<file path="src/rtl/uart_pkg.sv">
// rtl/uart_pkg.sv - shared UART constants and TX framer state type
package uart_pkg;

  localparam logic PAR_EVEN = 1'b0;
  localparam logic PAR_ODD  = 1'b1;

  typedef enum logic [2:0] {
    IDLE   = 3'd0,
    START  = 3'd1,
    DATA   = 3'd2,
    PARITY = 3'd3,
    STOP   = 3'd4
  } tx_state_t;

endpackage

</file>
<file path="src/rtl/uart_parity_gen.sv">
// rtl/uart_parity_gen.sv - combinational parity bit, shared by TX framer and RX checker
module uart_parity_gen
  import uart_pkg::*;
#(
  parameter int DATA_WIDTH = 8
) (
  input  logic [DATA_WIDTH-1:0] data,
  input  logic                  par_typ,
  output logic                  par_bit
);

  // Even parity makes the total count of ones even; odd makes it odd.
  assign par_bit = (par_typ == PAR_ODD) ? ~^data : ^data;

endmodule

</file>
<file path="src/rtl/uart_tx_frame.sv">
// rtl/uart_tx_frame.sv - UART transmit framer: start, LSB-first data, optional parity, stop
module uart_tx_frame
  import uart_pkg::*;
#(
  parameter int DATA_WIDTH = 8
) (
  input  logic                  clk,
  input  logic                  rst,
  input  logic [DATA_WIDTH-1:0] P_DATA,
  input  logic                  DATA_VALID,
  input  logic                  PAR_EN,
  input  logic                  PAR_TYP,
  output logic                  TX_OUT,
  output logic                  busy
);

  localparam int CNT_W = (DATA_WIDTH > 1) ? $clog2(DATA_WIDTH) : 1;
  localparam logic [CNT_W-1:0] CNT_LAST = CNT_W'(DATA_WIDTH - 1);

  tx_state_t             state;
  logic [DATA_WIDTH-1:0] shift_q;
  logic [CNT_W-1:0]      cnt;
  logic                  par_en_q;
  logic                  par_bit_q;
  logic                  par_bit;

  uart_parity_gen #(.DATA_WIDTH(DATA_WIDTH)) u_par (
    .data    (P_DATA),
    .par_typ (PAR_TYP),
    .par_bit (par_bit)
  );

  // The state names the bit currently on the line; TX_OUT and busy are
  // loaded together with the state so both leave the block from flops.
  always_ff @(posedge clk or negedge rst) begin
    if (!rst) begin
      state     <= IDLE;
      TX_OUT    <= 1'b1;
      busy      <= 1'b0;
      shift_q   <= '0;
      cnt       <= '0;
      par_en_q  <= 1'b0;
      par_bit_q <= 1'b0;
    end else begin
      case (state)
        IDLE: begin
          TX_OUT <= 1'b1;
          busy   <= 1'b0;
          cnt    <= '0;
          if (DATA_VALID) begin
            shift_q   <= P_DATA;
            par_en_q  <= PAR_EN;
            par_bit_q <= par_bit;
            TX_OUT    <= 1'b0;
            busy      <= 1'b1;
            state     <= START;
          end
        end
        START: begin
          TX_OUT  <= shift_q[0];
          shift_q <= shift_q >> 1;
          cnt     <= '0;
          state   <= DATA;
        end
        DATA: begin
          if (cnt == CNT_LAST) begin
            if (par_en_q) begin
              TX_OUT <= par_bit_q;
              state  <= PARITY;
            end else begin
              TX_OUT <= 1'b1;
              state  <= STOP;
            end
          end else begin
            TX_OUT  <= shift_q[0];
            shift_q <= shift_q >> 1;
            cnt     <= cnt + 1'b1;
          end
        end
        PARITY: begin
          TX_OUT <= 1'b1;
          state  <= STOP;
        end
        STOP: begin
          TX_OUT <= 1'b1;
          busy   <= 1'b0;
          state  <= IDLE;
        end
        default: begin
          TX_OUT <= 1'b1;
          busy   <= 1'b0;
          state  <= IDLE;
        end
      endcase
    end
  end

endmodule

</file>
<file path="config.mk">
export PLATFORM = sky130hd
export DESIGN_NAME = uart_tx_frame
export DESIGN_NICKNAME = d
export VERILOG_FILES = /design/src/rtl/uart_pkg.sv /design/src/rtl/uart_parity_gen.sv /design/src/rtl/uart_tx_frame.sv
export SDC_FILE = /design/constraint.sdc
export NUM_CORES = 1
export LEC_CHECK = 0
export ABC_AREA = 1
export CAP_MARGIN = 10
export CORE_MARGIN = 8
export CORE_UTILIZATION = 55
export CTS_BUF_LIST = sky130_fd_sc_hd__clkbuf_8
export DETAILED_ROUTE_END_ITERATION = 10
export GPL_TIMING_DRIVEN = 1
export PLACE_DENSITY_LB_ADDON = 0.2
export SETUP_SLACK_MARGIN = 0.1
export SLEW_MARGIN = 20
export SYNTH_ARGS = -nofsm -noshare
export SYNTH_HDL_FRONTEND = slang
export SYNTH_HIERARCHICAL = 1
export SYNTH_SLANG_ARGS = --single-unit
</file>
<file path="constraint.sdc">
create_clock -name clk -period 1.65 [get_ports clk]
set_input_delay 0.165 -clock clk [delete_from_list [all_inputs] [get_ports clk]]
set_output_delay 0.165 -clock clk [all_outputs]
set_load 0.05 [all_outputs]
</file>
==> results.md, run 1 <==
- RSZ-0062 raised after global routing: false
- DR pass1 iterations: 4
- Slew Limit Fails: 0
- Vias in the first global route: between 1000 and 1500
- Ports: 15
- Core area: 0.00190 mm^2
- Die Ht: approximately 60 um
- Most frequent cells in the layout: nand2_1 (72), inv_1 (17), dfrtp_1 (17)
- Post-Syn Nets: approximately 170
- Vias/cell: 5.00
- Seq/Total Area, Yosys: 0.424
- Final Wtd Congestion: roughly 0.89
- Slew of the pin with the lowest slew margin: 0.328 ns
- Setup crit end kind: flip-flop
- Synth warnings: 6
- Crit share post-route: 0.865
- Post-DP HPWL: 1.90 mm
- Die Area: about 0.0036 mm^2
- Overall Global Routing Usage: 0.155
- Post-synth EDFFs: 0
- Initial antenna violation count: 0
- Synth async-reset ratio: 1.00
- Distinct cell type count after synthesis: 16
- Final setup TNS: 0 ns
- Yosys reg bits: 18
- Num CTS Buffers: 3
- VDD IR-drop max: 0.000970 V
- Max Buffers Root-to-Sink: 2
- CP max FO: 4
- Layout cells sized above 1: 0.136
- Final std cells w/o fill: between 200 and 250
- Max Fclk: ~700 MHz
- # nets final: about 190
- Min-Delay Path Class: in2async
- Setup Crit Path Kind: reg2reg
- Initial Util: 0.561
- Post-Syn Area: between 0.001 and 0.0015 mm^2
- Crit start category: flip-flop
- Commonest non-fill, non-tap cell in the layout: nand2_1
- Cell Rows: 16
- Overflow after GRT: 0
- Largest net degree at the start of global routing: 19
- CTS tree: yes
- Wire length per cell: roughly 12 um
- Finished Cell Area: approximately 0.0013 mm^2
- Syn_area_per_cell: 6.79 um^2
- CTS H-tree depth: 1
- Run status: completed
- Area growth syn-to-layout: 23.4%
- Final Hold Fails: 0
- Cells after Synth: approximately 160
- Post-synth top flop: dfrtp_1
- Hold-fix buffers at CTS: 0
- Routed via count: slightly above 1000
- CTS sink cnt: 18
- Final ANT Viol Nets: 0
- Fin Clk Skew: approximately 0.0033 ns
- Fill count: ~160
- Die X: 60.0 um
- DRC: 0
- PwrDens: around 1800 mW/mm^2
- Setup violations, final: 0
- PortBufs: 14
- Hold slack: 0.248 ns
- CP Data Required Time: 1.77 ns
- Slew HR: 0.782
- Worst skew pair latency: 0.25 ns
- Final wirelength: about 2.4 mm
- Max-cap violations: 0
- Initial DRC Count: 18
- Crit path time final: around 1.4 ns
- Placed insts: roughly 200
- First-pass GRT wire length: 4.31 mm
- DP Area: approximately 0.0012 mm^2
- CTS clock-pin slew for the worst setup and hold paths: approximately 0.070 ns
- CTS Root Cell: clkbuf_8
- Worst Path Arrival: 1.55 ns
- # diodes: 0
- Core Util, Final: 0.691
- Leak Pwr: ~0.76 nW
[final timing paths]
kind / start / end / slack (ns) / cells after the start
min in group clk: shift_q[6] / shift_q[6] / 0.48 / 2
setup reg to reg: cnt[0] / state[1] / 0.22 / 6
max in group asynchronous: rst / TX_OUT / 1.15 / 2
hold reg to reg: shift_q[6] / shift_q[6] / 0.48 / 2
setup / recovery: cnt[0] / state[1] / 0.22 / 6
hold / removal: rst / par_en_q / 0.25 / 2
[critical path, stage by stage (launching register included)]
cell and delay (ns):
dfrtp_1 0.40, ha_2 0.19, ha_2 0.18, inv_1 0.11, nand3_1 0.16, nand2_1 0.15
o21ai_0 0.11
[logic make-up (layout without fill, tap and decap cells)]
logic type                 count (synthesis)  in the layout  share of synthesized area
xor gates and xnor gates                   1              1                    0.00822
and+or+nand+nor                          110            110                      0.445
AOI/OAI and AO/OA                          7              7                     0.0329
adders and majority gates                  2              2                     0.0235
DFF                                       18             18                      0.424
buffers and inverters                     19             39                     0.0669
[sequential cells by signal (all words and copies together), names as in the netlist]
signal and count:
shift_q 8, cnt 3, state 3, TX_OUT 1
busy 1, par_bit_q 1, par_en_q 1
[layout make-up]
type	count	area, um^2	area share
multi-input combinational	120	553	0.421
timing repair buffer	16	150	0.114
tap	27	33.8	0.0257
clock buffer	4	55.1	0.0419
inverter	19	71.3	0.0542
sequential	18	452	0.343
[metrics by stage]
step                power [mW]  setup WS, ns
finish                    2.41         0.223
global route              2.64         0.107
CTS                       2.37         0.131
detailed placement        2.01         0.139
global placement          1.94         0.212
floorplan                 1.68         0.336
[cells in the mapped netlist, types with 2 or more instances]
master | n | area, um^2
a21oi_1 | 2 | 10.0
dfrtp_1 | 17 | 425
ha_1 | 2 | 25.0
inv_1 | 17 | 63.8
inv_2 | 2 | 7.51
nand2_1 | 72 | 270
nand2_2 | 8 | 50.1
nand3_1 | 15 | 75.1
nand4_1 | 2 | 12.5
nor2_1 | 10 | 37.5
o21ai_0 | 5 | 25.0
[what timing repair did]
item / in CTS / in global routing
resized for setup: 0 / 3
buffers inserted: 0 / 1
endpoints found under the setup margin: 0 / 9
[layer usage]
layer | part of all wire | track usage | vias to the layer above
li1 | - | - | 526
met1 | 0.39 | 0.169 | 464
met2 | 0.54 | 0.280 | 25
met3 | 0.045 | 0.0473 | 5
met4 | 0.025 | 0.0408 | 0
met5 | 0 | 0 | -
[power by group]
| group | internal, mW | switching (mW) |
|---|---|---|
| Clock | 0.212 | 0.136 |
| Sequential | 0.663 | 0.147 |
| Combinational | 0.414 | 0.834 |
Note: power is estimated with default switching activity, not from simulation.
==> inputs of run 2 (changes only) <==
--- a/config.mk
+++ b/config.mk
@@ -6,7 +6,6 @@
 export NUM_CORES = 1
 export LEC_CHECK = 0
 export ABC_AREA = 1
-export CAP_MARGIN = 10
 export CORE_MARGIN = 8
 export CORE_UTILIZATION = 55
 export CTS_BUF_LIST = sky130_fd_sc_hd__clkbuf_8
==> results of run 2 <==
The final DEF is identical to that of run 1; final timing and power are the same.
==> inputs of run 3 (changes only) <==
==> constraint.sdc (replaced) <==
create_clock -name clk -period 1.6 [get_ports clk]
set_input_delay 0.16 -clock clk [delete_from_list [all_inputs] [get_ports clk]]
set_output_delay 0.16 -clock clk [all_outputs]
set_load 0.05 [all_outputs]
==> run 3 against run 2 <==
  * Clock skew up 0.00099 ns
  * Sequential cell count stayed put
  * Wire length rose by 3.3%
  * Clock power up 5%
  * Count of clock-buffer cells in the layout is the same
  * Sequential share of layout area decreased by 0.32 points
  * Global-route usage about the same
  * Critical path type unchanged
  * Critical endpoint is now shift_q[3]
==> results.md, run 3 (same netlist as run 1, synthesis figures left out) <==
- Cell Rows: 16
- Max reg flops: 8
- Area growth syn-to-layout: 24.5%
- Final ANT Viol Nets: 0
- CTS H-tree depth: 1
- CP Data Required Time: 1.79 ns
- Worst Path Arrival: ~1.6 ns
- Setup Crit Path Kind: reg2reg
- Overflow after GRT: 0
- Most frequent cells in the layout: nand2_1 (71), inv_1 (17), dfrtp_1 (17)
- Commonest non-fill, non-tap cell in the layout: nand2_1
- Final Hold Fails: 0
- CTS Root Cell: clkbuf_8
- Min-Delay Path Class: in2async
- Max Buffers Root-to-Sink: 2
- Routed via count: roughly 1000
- Max-cap violations: 0
- Slew HR: 0.747
- DR pass1 iterations: 4
- Fin Clk Skew: about 0.0043 ns
- CP max FO: 8
- Placed insts: 199
- Slew Limit Fails: 0
- # diodes: 0
- Most frequent CP cell: nand2_1
- CTS sink cnt: 18
- PwrDens: approximately 1900 mW/mm^2
- Largest regs: shift_q: 8 flops, cnt: 3 flops, state: 3 flops
- Initial DRC Count: 55
- Core Util, Final: 0.698
- Crit share post-route: 0.903
- DP Area: around 0.0012 mm^2
- Final worst slack: roughly 0.16 ns
- Crit start category: flip-flop
- Register with the most flip-flops: shift_q
- Die Area: between 0.003 and 0.004 mm^2
- Final std cells w/o fill: just over 200
- Final setup TNS: 0 ns
- Hold slack: about 0.24 ns
- Finished Cell Area: between 0.001 and 0.0015 mm^2
- Die Ht: 60.0 um
- Leak Pwr: between 0.7 and 0.8 nW
- Max Fclk: 693 MHz
- Final wirelength: about 2.5 mm
- Run status: completed
- Vias/cell: between 5 and 6
- Setup violations, final: 0
- Num CTS Buffers: 3
- Die X: around 60 um
- Slew of the pin with the lowest slew margin: between 0.3 and 0.4 ns
- Reg2reg path depth: 7
- Total power: about 2.5 mW
- Initial Util: 0.561
- Largest net degree at the start of global routing: 19
- RSZ-0062 raised after global routing: true
- Worst skew pair latency: approximately 0.25 ns
- Worst path max stage delay: approximately 0.4 ns
- Fill count: between 150 and 200
- Crit path time final: ~1.4 ns
- Ports: 15
- Initial antenna violation count: 0
- Overall Global Routing Usage: 0.155
- CTS clock-pin slew for the worst setup and hold paths: 0.07 ns
- # nets final: 193
- VDD IR-drop max: just under 0.001 V
- Critical path cell sequence: ha_2, ha_4, nand4_1, nand2_2, nor2_4, nand2_1, nand2_1
- Hold-fix buffers at CTS: 0
- DRC: 0
- Vias in the first global route: about 1000
- PortBufs: 14
- Post-Place Setup Slack: 0.0968 ns
- Final Wtd Congestion: 0.885
- Layout cells sized above 1: 0.141
- Core area: between 0.0015 and 0.002 mm^2
- Setup crit end kind: flip-flop
- CTS tree: yes
- Wire length per cell: 12.2 um
- First-pass GRT wire length: roughly 4.3 mm
- CP max stage cell: dfrtp_1
- Post-DP HPWL: roughly 1.9 mm
[run 3: final cells by class]
type | instances | area [um^2] | area share
flip-flops and latches | 18 | 452 | 0.340
well taps | 27 | 33.8 | 0.0254
inverters | 19 | 71.3 | 0.0537
multi-input cells | 120 | 566 | 0.426
clock buffers | 4 | 55.1 | 0.0415
repair buffers | 16 | 150 | 0.113
[run 3: critical path: cells and delay by family, from the launching register on]
family	cells	cell delay (ns)
flip-flops	1	0.41
AND/OR/NAND/NOR	5	0.60
adder cells (fa/ha/maj)	2	0.37
[run 3: final timing paths]
check / start / endpoint / slack [ns]
max in group asynchronous: rst / TX_OUT / 1.10
min: rst / par_en_q / 0.24
max reg2reg: cnt[0] / shift_q[3] / 0.16
min reg2reg: shift_q[5] / shift_q[5] / 0.48
min in group clk: shift_q[5] / shift_q[5] / 0.48
max: cnt[0] / shift_q[3] / 0.16
[run 3: layer usage]
metal / vias up / part of all wire / track usage
met5: - / 0 / 0
met4: 0 / 0.012 / 0.0714
li1: 524 / - / -
met1: 494 / 0.40 / 0.162
met2: 24 / 0.55 / 0.275
met3: 6 / 0.041 / 0.0473
[run 3: power breakdown]
part | leakage (nW) | total (mW) | internal (mW) | switching, mW
clock | 0.0288 | 0.364 | 0.218 | 0.146
combinational | 0.505 | 1.31 | 0.436 | 0.873
sequential | 0.225 | 0.836 | 0.683 | 0.152
[run 3: what timing repair did]
item                                    CTS  global route
setup buffers                             0             1
gates resized for setup                   1             4
pin swaps                                 0             7
endpoints found under the setup margin    3            10
